===== src/rtl/sat_sum_counter_bank_if.sv =====
// Readout port of sat_sum_counter_bank: a request channel (index in) and a
// response channel (captured count out), each with a valid/ready handshake.
interface sat_sum_counter_bank_if #(
  parameter int unsigned CH_W  = 2,
  parameter int unsigned CNT_W = 3
) ();
  logic             req_valid;
  logic             req_ready;
  logic [CH_W-1:0]  req_ch;
  logic             rsp_valid;
  logic             rsp_ready;
  logic [CNT_W-1:0] rsp_data;
  logic             rsp_err;

  // Requester side
  modport master (
    output req_valid, req_ch, rsp_ready,
    input  req_ready, rsp_valid, rsp_data, rsp_err
  );

  // Counter bank side
  modport slave (
    input  req_valid, req_ch, rsp_ready,
    output req_ready, rsp_valid, rsp_data, rsp_err
  );
endinterface


===== src/rtl/sat_sum_counter_bank.sv =====
// Bank of NCH up/down saturating counters, CNT_W = P + EXTRA_W bits each,
// with a two-state valid/ready readout port.
// Optional feature macro: SAT_CNT_OVF_FLAG_EN adds sticky per-channel
// overflow flags (ovf) that set on an increment attempted at MAX.
module sat_sum_counter_bank #(
  parameter int unsigned P       = 1,
  parameter int unsigned EXTRA_W = 2,
  parameter int unsigned NCH     = 4
) (
  input  logic                 clk,
  input  logic                 rst_n,
  input  logic [NCH-1:0]       inc,
  input  logic [NCH-1:0]       dec,
  input  logic [NCH-1:0]       clr,
  output logic [NCH-1:0]       sat,
`ifdef SAT_CNT_OVF_FLAG_EN
  output logic [NCH-1:0]       ovf,
`endif
  sat_sum_counter_bank_if.slave bus
);

  localparam int unsigned CNT_W = P + EXTRA_W;
  localparam int unsigned CH_W  = (NCH > 1) ? $clog2(NCH) : 1;
  localparam logic [CNT_W-1:0] MAX = CNT_W'('1);

  // Reject parameter sets outside the supported range at elaboration
  if (P < 1 || CNT_W > 32 || NCH < 1 || NCH > 16) begin : g_param_check
    $error("sat_sum_counter_bank: unsupported parameter set");
  end

  typedef enum logic {IDLE, RESP} state_t;

  state_t           state;
  logic [CNT_W-1:0] cnt [NCH];
  logic [CNT_W-1:0] rd_data_c;
  logic             rd_hit_c;

  // Per-channel saturating update: clr wins, inc&dec cancel, no wrap
  always_ff @(posedge clk or negedge rst_n) begin
    if (!rst_n) begin
      for (int unsigned i = 0; i < NCH; i++) cnt[i] <= '0;
    end else begin
      for (int unsigned i = 0; i < NCH; i++) begin
        if (clr[i]) begin
          cnt[i] <= '0;
        end else if (inc[i] && !dec[i] && cnt[i] != MAX) begin
          cnt[i] <= cnt[i] + CNT_W'(1);
        end else if (dec[i] && !inc[i] && cnt[i] != '0) begin
          cnt[i] <= cnt[i] - CNT_W'(1);
        end
      end
    end
  end

  // Saturation flags straight from the counter registers
  always_comb begin
    sat = '0;
    for (int unsigned i = 0; i < NCH; i++) sat[i] = (cnt[i] == MAX);
  end

  // Select the requested channel; an index past NCH-1 matches nothing
  always_comb begin
    rd_data_c = '0;
    rd_hit_c  = 1'b0;
    for (int unsigned i = 0; i < NCH; i++) begin
      if (bus.req_ch == CH_W'(i)) begin
        rd_data_c = cnt[i];
        rd_hit_c  = 1'b1;
      end
    end
  end

  // Readout FSM: capture pre-update count on accept, hold until rsp_ready
  always_ff @(posedge clk or negedge rst_n) begin
    if (!rst_n) begin
      state         <= IDLE;
      bus.req_ready <= 1'b1;
      bus.rsp_valid <= 1'b0;
      bus.rsp_data  <= '0;
      bus.rsp_err   <= 1'b0;
    end else begin
      case (state)
        IDLE: begin
          if (bus.req_valid) begin
            state         <= RESP;
            bus.req_ready <= 1'b0;
            bus.rsp_valid <= 1'b1;
            bus.rsp_data  <= rd_hit_c ? rd_data_c : '0;
            bus.rsp_err   <= !rd_hit_c;
          end
        end
        RESP: begin
          if (bus.rsp_ready) begin
            state         <= IDLE;
            bus.req_ready <= 1'b1;
            bus.rsp_valid <= 1'b0;
          end
        end
        default: begin
          state         <= IDLE;
          bus.req_ready <= 1'b1;
          bus.rsp_valid <= 1'b0;
        end
      endcase
    end
  end

`ifdef SAT_CNT_OVF_FLAG_EN
  // Sticky overflow: set on a lone increment at MAX, cleared only by clr
  always_ff @(posedge clk or negedge rst_n) begin
    if (!rst_n) begin
      ovf <= '0;
    end else begin
      for (int unsigned i = 0; i < NCH; i++) begin
        if (clr[i]) begin
          ovf[i] <= 1'b0;
        end else if (inc[i] && !dec[i] && cnt[i] == MAX) begin
          ovf[i] <= 1'b1;
        end
      end
    end
  end
`endif

endmodule


===== src/flat_wrapper.sv =====
// flat-port wrapper written by rule: the top's interface ports become plain ports
module sat_sum_counter_bank_flat 
#(
  parameter int unsigned P       = 1,
  parameter int unsigned EXTRA_W = 2,
  parameter int unsigned NCH     = 4
)
  (clk, rst_n, inc, dec, clr, sat, bus_req_valid, bus_req_ch, bus_rsp_ready, bus_req_ready, bus_rsp_valid, bus_rsp_data, bus_rsp_err);
  sat_sum_counter_bank_if #(.CH_W(2), .CNT_W(3)) bus_i ();
  input  logic clk;
  input  logic rst_n;
  input  logic [NCH-1:0] inc;
  input  logic [NCH-1:0] dec;
  input  logic [NCH-1:0] clr;
  output logic [NCH-1:0] sat;
  input wire logic [$bits(bus_i.req_valid)-1:0] bus_req_valid;
  input wire logic [$bits(bus_i.req_ch)-1:0] bus_req_ch;
  input wire logic [$bits(bus_i.rsp_ready)-1:0] bus_rsp_ready;
  output wire logic [$bits(bus_i.req_ready)-1:0] bus_req_ready;
  output wire logic [$bits(bus_i.rsp_valid)-1:0] bus_rsp_valid;
  output wire logic [$bits(bus_i.rsp_data)-1:0] bus_rsp_data;
  output wire logic [$bits(bus_i.rsp_err)-1:0] bus_rsp_err;
  assign bus_i.req_valid = bus_req_valid;
  assign bus_i.req_ch = bus_req_ch;
  assign bus_i.rsp_ready = bus_rsp_ready;
  assign bus_req_ready = bus_i.req_ready;
  assign bus_rsp_valid = bus_i.rsp_valid;
  assign bus_rsp_data = bus_i.rsp_data;
  assign bus_rsp_err = bus_i.rsp_err;
  sat_sum_counter_bank #(.P(P), .EXTRA_W(EXTRA_W), .NCH(NCH)) u_core (.clk(clk), .rst_n(rst_n), .inc(inc), .dec(dec), .clr(clr), .sat(sat), .bus(bus_i));
endmodule

===== config.mk =====
export PLATFORM = sky130hd
export DESIGN_NAME = sat_sum_counter_bank_flat
export DESIGN_NICKNAME = d
export VERILOG_FILES = /design/src/rtl/sat_sum_counter_bank_if.sv /design/src/rtl/sat_sum_counter_bank.sv /design/src/flat_wrapper.sv
export SDC_FILE = /design/constraint.sdc
export NUM_CORES = 1
export LEC_CHECK = 0
export ABC_AREA = 1
export BUFFER_PORTS_ARGS = -buffer_cell sky130_fd_sc_hd__buf_2
export CAP_MARGIN = 20
export CORE_MARGIN = 3
export CORE_UTILIZATION = 44
export CTS_CLUSTER_SIZE = 30
export DETAILED_ROUTE_END_ITERATION = 7
export GPL_TIMING_DRIVEN = 1
export PLACE_DENSITY = 0.76
export SETUP_SLACK_MARGIN = 0.02
export SYNTH_ARGS = -nofsm -noshare
export SYNTH_HDL_FRONTEND = slang
export SYNTH_SLANG_ARGS = --single-unit

===== constraint.sdc =====
create_clock -name clk -period 3.7 [get_ports clk]
set_input_delay 0.74 -clock clk [delete_from_list [all_inputs] [get_ports clk]]
set_output_delay 0.74 -clock clk [all_outputs]
set_load 0.05 [all_outputs]

### Word level (Yosys, flattened, before mapping)

Index checks and enable logic that the tools add are counted.

| word-level totals | value |
|---|---|
| bits of input ports | 18 |
| register bits after elaboration | 19 |
| output and inout bits | 10 |
| logic and storage cells | 97 |

| cells by class | value |
|---|---|
| reduce and logical (&&, ||, !) cells | 36 |
| multiplexer cells | 30 |
| bitwise gates (word level) | 1 |
| equal/unequal tests | 13 |
| add/subtract/negate cells | 8 |

Operators by type and width:

| kind | count |
|---|---|
| $mux 3 | 17 |
| $reduce_bool 3->1 | 8 |
| $logic_and 1x1->1 | 16 |
| $add 3x1->3 const B | 4 |
| $eq 3x3->1 const B | 4 |
| $ne 3x3->1 const B | 4 |
| $sub 3x1->3 const B | 4 |
| $mux 1 | 10 |
| $logic_not 1->1 | 9 |
| $pmux 1 s2 | 3 |
| $eq 2x2->1 const B | 2 |
| $ne 2x2->1 const B | 2 |
| $reduce_and 2->1 | 2 |
| $eq 2x1->1 const B | 1 |
| $logic_not 2->1 | 1 |
| $not 1->1 | 1 |

### Depth between registers and ports, before layout

Gate-level depths: netlist of the first run.

| depth | value |
|---|---|
| word-level depth | 6 |
| gate-level depth with buffers | 13 |

### Least setup slack after synthesis of the first run

OpenSTA, ideal clock, no wires.

| timing path | value |
|---|---|
| path type | input port to flip-flop |
| from | input inc[0] |
| to | register u_core.cnt[11] (netlist name) |
| stages | 13 |
| buffers on the path | 0 |
| setup time | 0.117 ns |
| setup slack | 1.833 ns |
| data arrival time | 1.750 ns |
| cell sequence | inv_1 nor2_1 nand2_1 inv_1 fa_1 inv_1 nand2_1 nand2_1 nand2_1 inv_1 nor2_1 nand2_1 nand2_1 |

| on the way | value |
|---|---|
| word-level cells in the longest chain between the ends | 4 |

Ends and longest elaborated chain:

| item | RTL line | text |
|---|---|---|
| start: declaration | flat_wrapper.sv:12 | `input logic [NCH-1:0] inc;` |
| $logic_and 1x1->1 / $logic_not 1->1 (equally long branches) | sat_sum_counter_bank.sv:46, sat_sum_counter_bank.sv:48 |  |
| $logic_and 1x1->1, on equally long branches | sat_sum_counter_bank.sv:46, sat_sum_counter_bank.sv:48 |  |
| $mux 3 / $logic_and 1x1->1 (equally long branches) | sat_sum_counter_bank.sv:46, sat_sum_counter_bank.sv:48 |  |
| $mux 3 / $reduce_bool 3->1 (equally long branches) | -- |  |
| end signal: indexed assignment | sat_sum_counter_bank.sv:47 | `cnt[i] <= cnt[i] + CNT_W'(1);` |
| end signal: indexed assignment | sat_sum_counter_bank.sv:49 | `cnt[i] <= cnt[i] - CNT_W'(1);` |
| end: declaration | sat_sum_counter_bank.sv:34 | `logic [CNT_W-1:0] cnt [NCH];` |

Parallel ways exist; a longest one is shown, timed or not.
A chain may end at the register's enable or synchronous reset.

### Final worst setup path of the first run

| timing path | value |
|---|---|
| from | register u_core.cnt[5] (netlist name) |
| to | output sat[2] |

| on the way | value |
|---|---|
| word-level cells in the longest chain between the ends | 1 |

Ends and longest elaborated chain:

| item | RTL line | text |
|---|---|---|
| $eq 3x3->1 | sat_sum_counter_bank.sv:58 | `for (int unsigned i = 0; i < NCH; i++) sat[i] = (cnt[i] == MAX);` |
| end: declaration | flat_wrapper.sv:15 | `output logic [NCH-1:0] sat;` |

Every way passes these cells.

==> results of run 1 <==
[state kept, by name, indices dropped and copies added (netlist names)]
| name | cells |
|---|---|
| u_core.bus.req_ready | 1 |
| u_core.cnt | 12 |
| u_core.bus.rsp_err | 1 |
| u_core.bus.rsp_data | 3 |
| u_core.state | 1 |
| u_core.bus.rsp_valid | 1 |
[cell usage in the layout, fill, tap and decap left out, drive strengths merged]
| master | netlist | routed |
|---|---|---|
| xor2 | 1 | 1 |
| nand2 | 54 | 54 |
| dfrtp | 18 | 18 |
| nand4 | 8 | 8 |
| o21ai | 11 | 11 |
| xnor2 | 1 | 1 |
| nand3 | 13 | 13 |
| nor2 | 32 | 32 |
| inv | 46 | 46 |
| clkbuf | 0 | 4 |
| buf | 0 | 27 |
| dfstp | 1 | 1 |
| a21oi | 7 | 7 |
| fa | 4 | 4 |
[path summary, 6_finish.rpt]
check                      slack [ns]                                to  cells past startpoint                            from
min in group clk                 0.50    u_core.bus.rsp_err$_DFFE_PN0P_                      2  u_core.bus.rsp_err$_DFFE_PN0P_
hold / removal                   0.36         u_core.cnt[8]$_DFFE_PN0P_                      1                           rst_n
setup reg to reg                 1.97         u_core.cnt[2]$_DFFE_PN0P_                     12       u_core.cnt[2]$_DFFE_PN0P_
max in group asynchronous        2.99  u_core.bus.req_ready$_DFFE_PN1P_                      1                           rst_n
setup / recovery                 1.78                            sat[2]                      3       u_core.cnt[5]$_DFFE_PN0P_
hold reg to reg                  0.50    u_core.bus.rsp_err$_DFFE_PN0P_                      2  u_core.bus.rsp_err$_DFFE_PN0P_
[logic make-up after synthesis]
family / count (synthesis)
and+or+nand+nor: 107
buffers and inverters: 46
xor gates and xnor gates: 2
AOI/OAI and AO/OA: 18
DFF: 19
adders and majority gates: 4
[metal layers]
metal | track usage [%] | wire length, µm | up-vias
li1 | - | - | 658
met1 | 20.8 | 1210 | 555
met2 | 24.4 | 1090 | 27
met3 | 3.89 | 123 | 2
met4 | 1.90 | 10 | 0
met5 | 0 | 0 | -
[area by class of cell]
cell class                      count  area [µm²]  share of cell area (%)
Timing Repair Buffer               27         135                    9.11
Sequential cell                    19         477                    32.1
Tap cell                           30        37.5                    2.53
Multi-Input combinational cell    131         636                    42.8
Inverter                           46         173                    11.6
Clock buffer                        4        26.3                    1.77
[report_power, final]
| group | internal, mW | switching [mW] | total, mW |
|---|---|---|---|
| Combinational | 0.0983 | 0.199 | 0.297 |
| Sequential | 0.253 | 0.0393 | 0.292 |
| Clock | 0.0419 | 0.0593 | 0.101 |
==> flow_metrics.py, run 1 <==
metrics = {
    "yosys": {
        "yosys_warnings": 0,
        "yosys.area_share.simple_pct": 34.9,
        "synth-xor-area-share_pct": 1.36,
        "postSynthCellCount": 196,
        "synth_compound_area_share_pct": 7.01,
        "synth_mux_area_share_pct": 0,
        "ys_top_cells_by_area": "dfrtp_1, nand2_1, inv_1",
        "yosysTopAreaCell": "dfrtp_1",
        "synth_area_per_cell_um2": 6.56,
        "yosysSeqAreaShare_pct": 37.1,
        "synthDistinctLibCells": 16,
        "post-synth-top-count-cell": "nand2_1",
        "synth_common_cells": "nand2_1, inv_1, nor2_1",
        "synth_top_family_by_area": "simple AND/OR/NAND/NOR gates",
        "synth_adder_area_share_pct": 6.23,
        "synth_top_area_share_pct": 35.1,
        "synth_ff_type": "dfrtp_1",
        "synth_edf_count": 0,
        "synth-seq-cells": 19,
        "async_flop_share_pct": 100,
        "syn_nets": 218,
        "syn-cell-area_um2": 1280,
    },
    "sta": {
        "fin_crit_ns": 1.92,
        "rsz0062_at_grt": "no",
        "tns_ns": 0,
        "setup_ws_ns": 1.78,
        "fin_crit_sh_pct": 51.8,
        "max_freq_mhz": 521,
        "drv_slew": 0,
        "final.setup_skew_ns": 0.0103,
        "hold_viol": 0,
        "holdWs_ns": 0.364,
        "worst_pin_slew_ns": 0.427,
        "setup_violations": 0,
        "relSlewSlack_pct": 71.5,
    },
    "worst_hold_path": {
        "hold_path.class": "in2async",
    },
    "clock_tree": {
        "cts_tree": "built",
        "cts_resized": 0,
        "cts_buffer_depth": 2,
        "clock-sinks": 19,
        "htree_num_levels": 1,
        "insertion_delay_ns": 0.29,
        "post_cts_buffers": 0,
        "ctsHoldBuffers": 0,
        "cts_buffers": 3,
        "path_clk_slew_ns": 0.11,
        "cts_root_buf": "clkbuf_4",
    },
    "global_route": {
        "grt_pass1_wl_um": 4240,
        "gr-usage-all-layers_pct": 15.1,
        "grt_pass1_vias": 1084,
        "grt_overflow": 0,
        "antenna_found_initial": 0,
        "grt_max_degree": 20,
    },
    "layout": {
        "final_cells": 257,
        "syn2layout_area_growth_pct": 15.5,
        "n_antenna_cell": 0,
        "finish.utilization_pct": 56.3,
        "nFillCells": 276,
        "drive_gt1_share_pct": 15.0,
        "fin_area_um2": 1480,
        "nets": 250,
    },
    "floorplan": {
        "initial_core_util_pct": 48.8,
        "rows": 18,
        "die_y_um": 60.0,
        "core_um2": 2640,
        "die_w_um": 60.0,
        "die_area_um2": 3600,
        "io_pins": 28,
    },
    "placement": {
        "place_hpwl_um": 2010,
        "dpl_cell_area_um2": 1460,
        "place_congestion": 0.835,
        "io_buffers": 27,
        "dp_cells": 253,
        "preCtsSetupSlack_ns": 1.58,
    },
    "pwr": {
        "vdd_ir_drop_max_mv": 0.345,
        "powerDensity_nw_per_um2": 465,
        "power_leakage_nw": 0.921,
        "power.total_mw": 0.691,
    },
    "detailed_routing": {
        "wl_per_cell_um": 9.48,
        "detail-route-antenna-nets": 0,
        "drc_errors": 0,
        "drtIter0Drc": 44,
        "first_pass_iters": 4,
        "vias_per_cell": 4.83,
        "wl_um": 2440,
        "vias": 1242,
    },
    "worst_setup_path": {
        "critPathSlowestCell": "dfrtp_1",
        "crit_family": "flip-flops",
        "worst_ep_arrival_time_ns": 1.18,
        "worstPathMaxFanout": 5,
        "crit_required_ns": 2.96,
        "path_class": "reg2out",
        "critPathLaunchType": "register",
        "slowest_delay_ns": 0.48,
        "path_buf_inv": 2,
        "crit_chain": "nand3_2 -> inv_1 -> buf_2",
        "worst_setup_path_end_kind": "output port",
    },
    "flow_run": {
        "drv_cap": 0,
    },
    "run_status": {
        "status": "completed",
    },
}
(Power assumes the default switching activity.)
==> run 2, diff against run 1 <==
- PLACE_DENSITY: 0.76 -> 0.78
- clock period: 3.7 -> 1.66 ns (I/O delays scaled with it)
==> flow_metrics.py, run 2 (same netlist as run 1, synthesis figures left out) <==
metrics = {
    "run_status": {
        "status": "completed",
    },
    "sta": {
        "relSlewSlack_pct": 71.8,
        "rsz0062_at_grt": "yes",
        "drv_slew": 0,
        "holdWs_ns": 0.283,
        "setup_violations": 0,
        "max_freq_mhz": 652,
        "setup_ws_ns": 0.126,
        "tns_ns": 0,
        "worst_pin_slew_ns": 0.423,
        "fin_crit_ns": 1.53,
        "hold_viol": 0,
        "fin_crit_sh_pct": 92.4,
        "final.setup_skew_ns": 0.00304,
    },
    "layout": {
        "finish.utilization_pct": 60.4,
        "final_cells": 268,
        "syn2layout_area_growth_pct": 24.0,
        "nets": 261,
        "layout_common_cells": "nand2_1, inv_1, nor2_1, buf_2, dfrtp_1",
        "largest_register_ffs": 12,
        "multi_input_area_um2": 658,
        "drive_gt1_share_pct": 21.4,
        "top_register": "u_core.cnt",
        "regArea_um2": 477,
        "layout_commonest_cell": "nand2_1",
        "nFillCells": 256,
        "reg_top3": "u_core.cnt (12), u_core.bus.rsp_data (3)",
        "n_antenna_cell": 0,
    },
    "floorplan": {
        "die_area_um2": 3600,
        "core_um2": 2640,
        "initial_core_util_pct": 48.8,
        "die_w_um": 60.0,
        "io_pins": 28,
        "die_y_um": 60.0,
        "rows": 18,
    },
    "clock_tree": {
        "htree_num_levels": 1,
        "cts_buffers": 3,
        "cts_buffer_depth": 2,
        "cts_tree": "built",
        "clock-sinks": 19,
        "path_clk_slew_ns": 0.11,
        "insertion_delay_ns": 0.30,
        "cts_root_buf": "clkbuf_4",
    },
    "global_route": {
        "grt_max_degree": 20,
        "grt_pass1_wl_um": 4410,
        "gr-usage-all-layers_pct": 15.8,
        "grt_overflow": 0,
        "grt_pass1_vias": 1128,
        "antenna_found_initial": 0,
    },
    "worst_hold_path": {
        "hold_path.class": "in2reg",
        "hold_depth": 3,
    },
    "detailed_routing": {
        "wl_per_cell_um": 9.69,
        "drtIter0Drc": 51,
        "vias": 1247,
        "vias_per_cell": 4.65,
        "first_pass_iters": 4,
        "drc_errors": 0,
        "wl_um": 2600,
        "detail-route-antenna-nets": 0,
    },
    "worst_setup_path": {
        "crit_required_ns": 1.87,
        "worst_setup_path_end_kind": "register",
        "path_class": "reg2reg",
        "path_buf_inv": 1,
        "crit_chain": "nand3_2 -> nand2_2 -> inv_1 -> fa_1 -> xor2_1 -> nand2_1 -> nand2_1 -> nand2_1 -> nand2_1",
        "crit_top_cell": "nand2_1",
        "critPathLaunchType": "register",
        "slowest_delay_ns": 0.43,
        "r2r_cells": 9,
        "worstPathMaxFanout": 4,
        "crit_family": "flip-flops",
        "critPathSlowestCell": "dfrtp_1",
        "worst_ep_arrival_time_ns": 1.74,
        "path_depth": 9,
    },
    "pwr": {
        "powerDensity_nw_per_um2": 1020,
        "power_leakage_nw": 0.975,
        "vdd_ir_drop_max_mv": 0.664,
    },
    "placement": {
        "preCtsSetupSlack_ns": 0.111,
        "io_buffers": 27,
        "place_hpwl_um": 2000,
        "place_congestion": 0.830,
        "dp_cells": 260,
    },
    "flow_run": {
        "drv_cap": 0,
    },
}
## run 2: cell count changes in the layout (fill, tap and decap cells not counted), sizes merged
cell	change
buf	+10
clkbuf	-1
clkinv	+1
dlygate4sd3	+1
## run 2: layer usage
layer,vias up,routed length [µm],GRT usage [%]
met5,-,0,0
met4,0,10,3.48
met3,2,143,4.10
met2,25,1230,25.9
met1,547,1210,20.7
li1,673,-,-
## run 2: final cells by class
type | instances | share of cell area, %
clock inverter | 1 | 0.314
clock buffer | 3 | 1.41
timing repair buffer | 38 | 13.8
tap | 30 | 2.36
multi-input combinational | 131 | 41.3
sequential | 19 | 29.9
inverter | 46 | 10.8
## run 2: worst paths after layout
kind,start,end,slack [ns]
max,u_core.cnt[3]$_DFFE_PN0P_,u_core.cnt[5]$_DFFE_PN0P_,0.13
min,bus_req_valid,u_core.state$_DFF_PN0_,0.28
max reg2reg,u_core.cnt[3]$_DFFE_PN0P_,u_core.cnt[5]$_DFFE_PN0P_,0.13
min reg2reg,u_core.bus.rsp_err$_DFFE_PN0P_,u_core.bus.rsp_err$_DFFE_PN0P_,0.50
max in group asynchronous,rst_n,u_core.bus.req_ready$_DFFE_PN1P_,0.84
min in group asynchronous,rst_n,u_core.cnt[8]$_DFFE_PN0P_,0.48
## run 2: per-stage QoR
stage / instance area (µm²) / total power [mW]
after floorplan: 1280 / 1.16
after global placement: 1510 / 1.34
after detailed placement: 1510 / 1.36
after CTS: 1550 / 1.61
after global routing: 1590 / 1.77
final: 1590 / 1.62
## run 2: power by group
part	internal, mW	switching, mW	leakage (nW)	total, mW
Sequential	0.564	0.0811	0.240	0.645
Clock	0.0899	0.150	0.0177	0.240
Combinational	0.264	0.469	0.717	0.733
## run 2: worst reg2reg max path, delay by kind of cell, from the launching register on
| family | cells | cell delay [ns] |
|---|---|---|
| fa+ha+maj | 1 | 0.41 |
| simple gates | 6 | 0.39 |
| flops | 1 | 0.43 |
| buf+inv | 1 | 0.06 |
| xor+xnor | 1 | 0.16 |
## run 2: timing repair
action,in CTS,in global routing
endpoints found under the setup margin,0,3
setup buffers,0,3
endpoints found under the hold margin,18,0
hold buffers,1,0
resized for setup,0,6
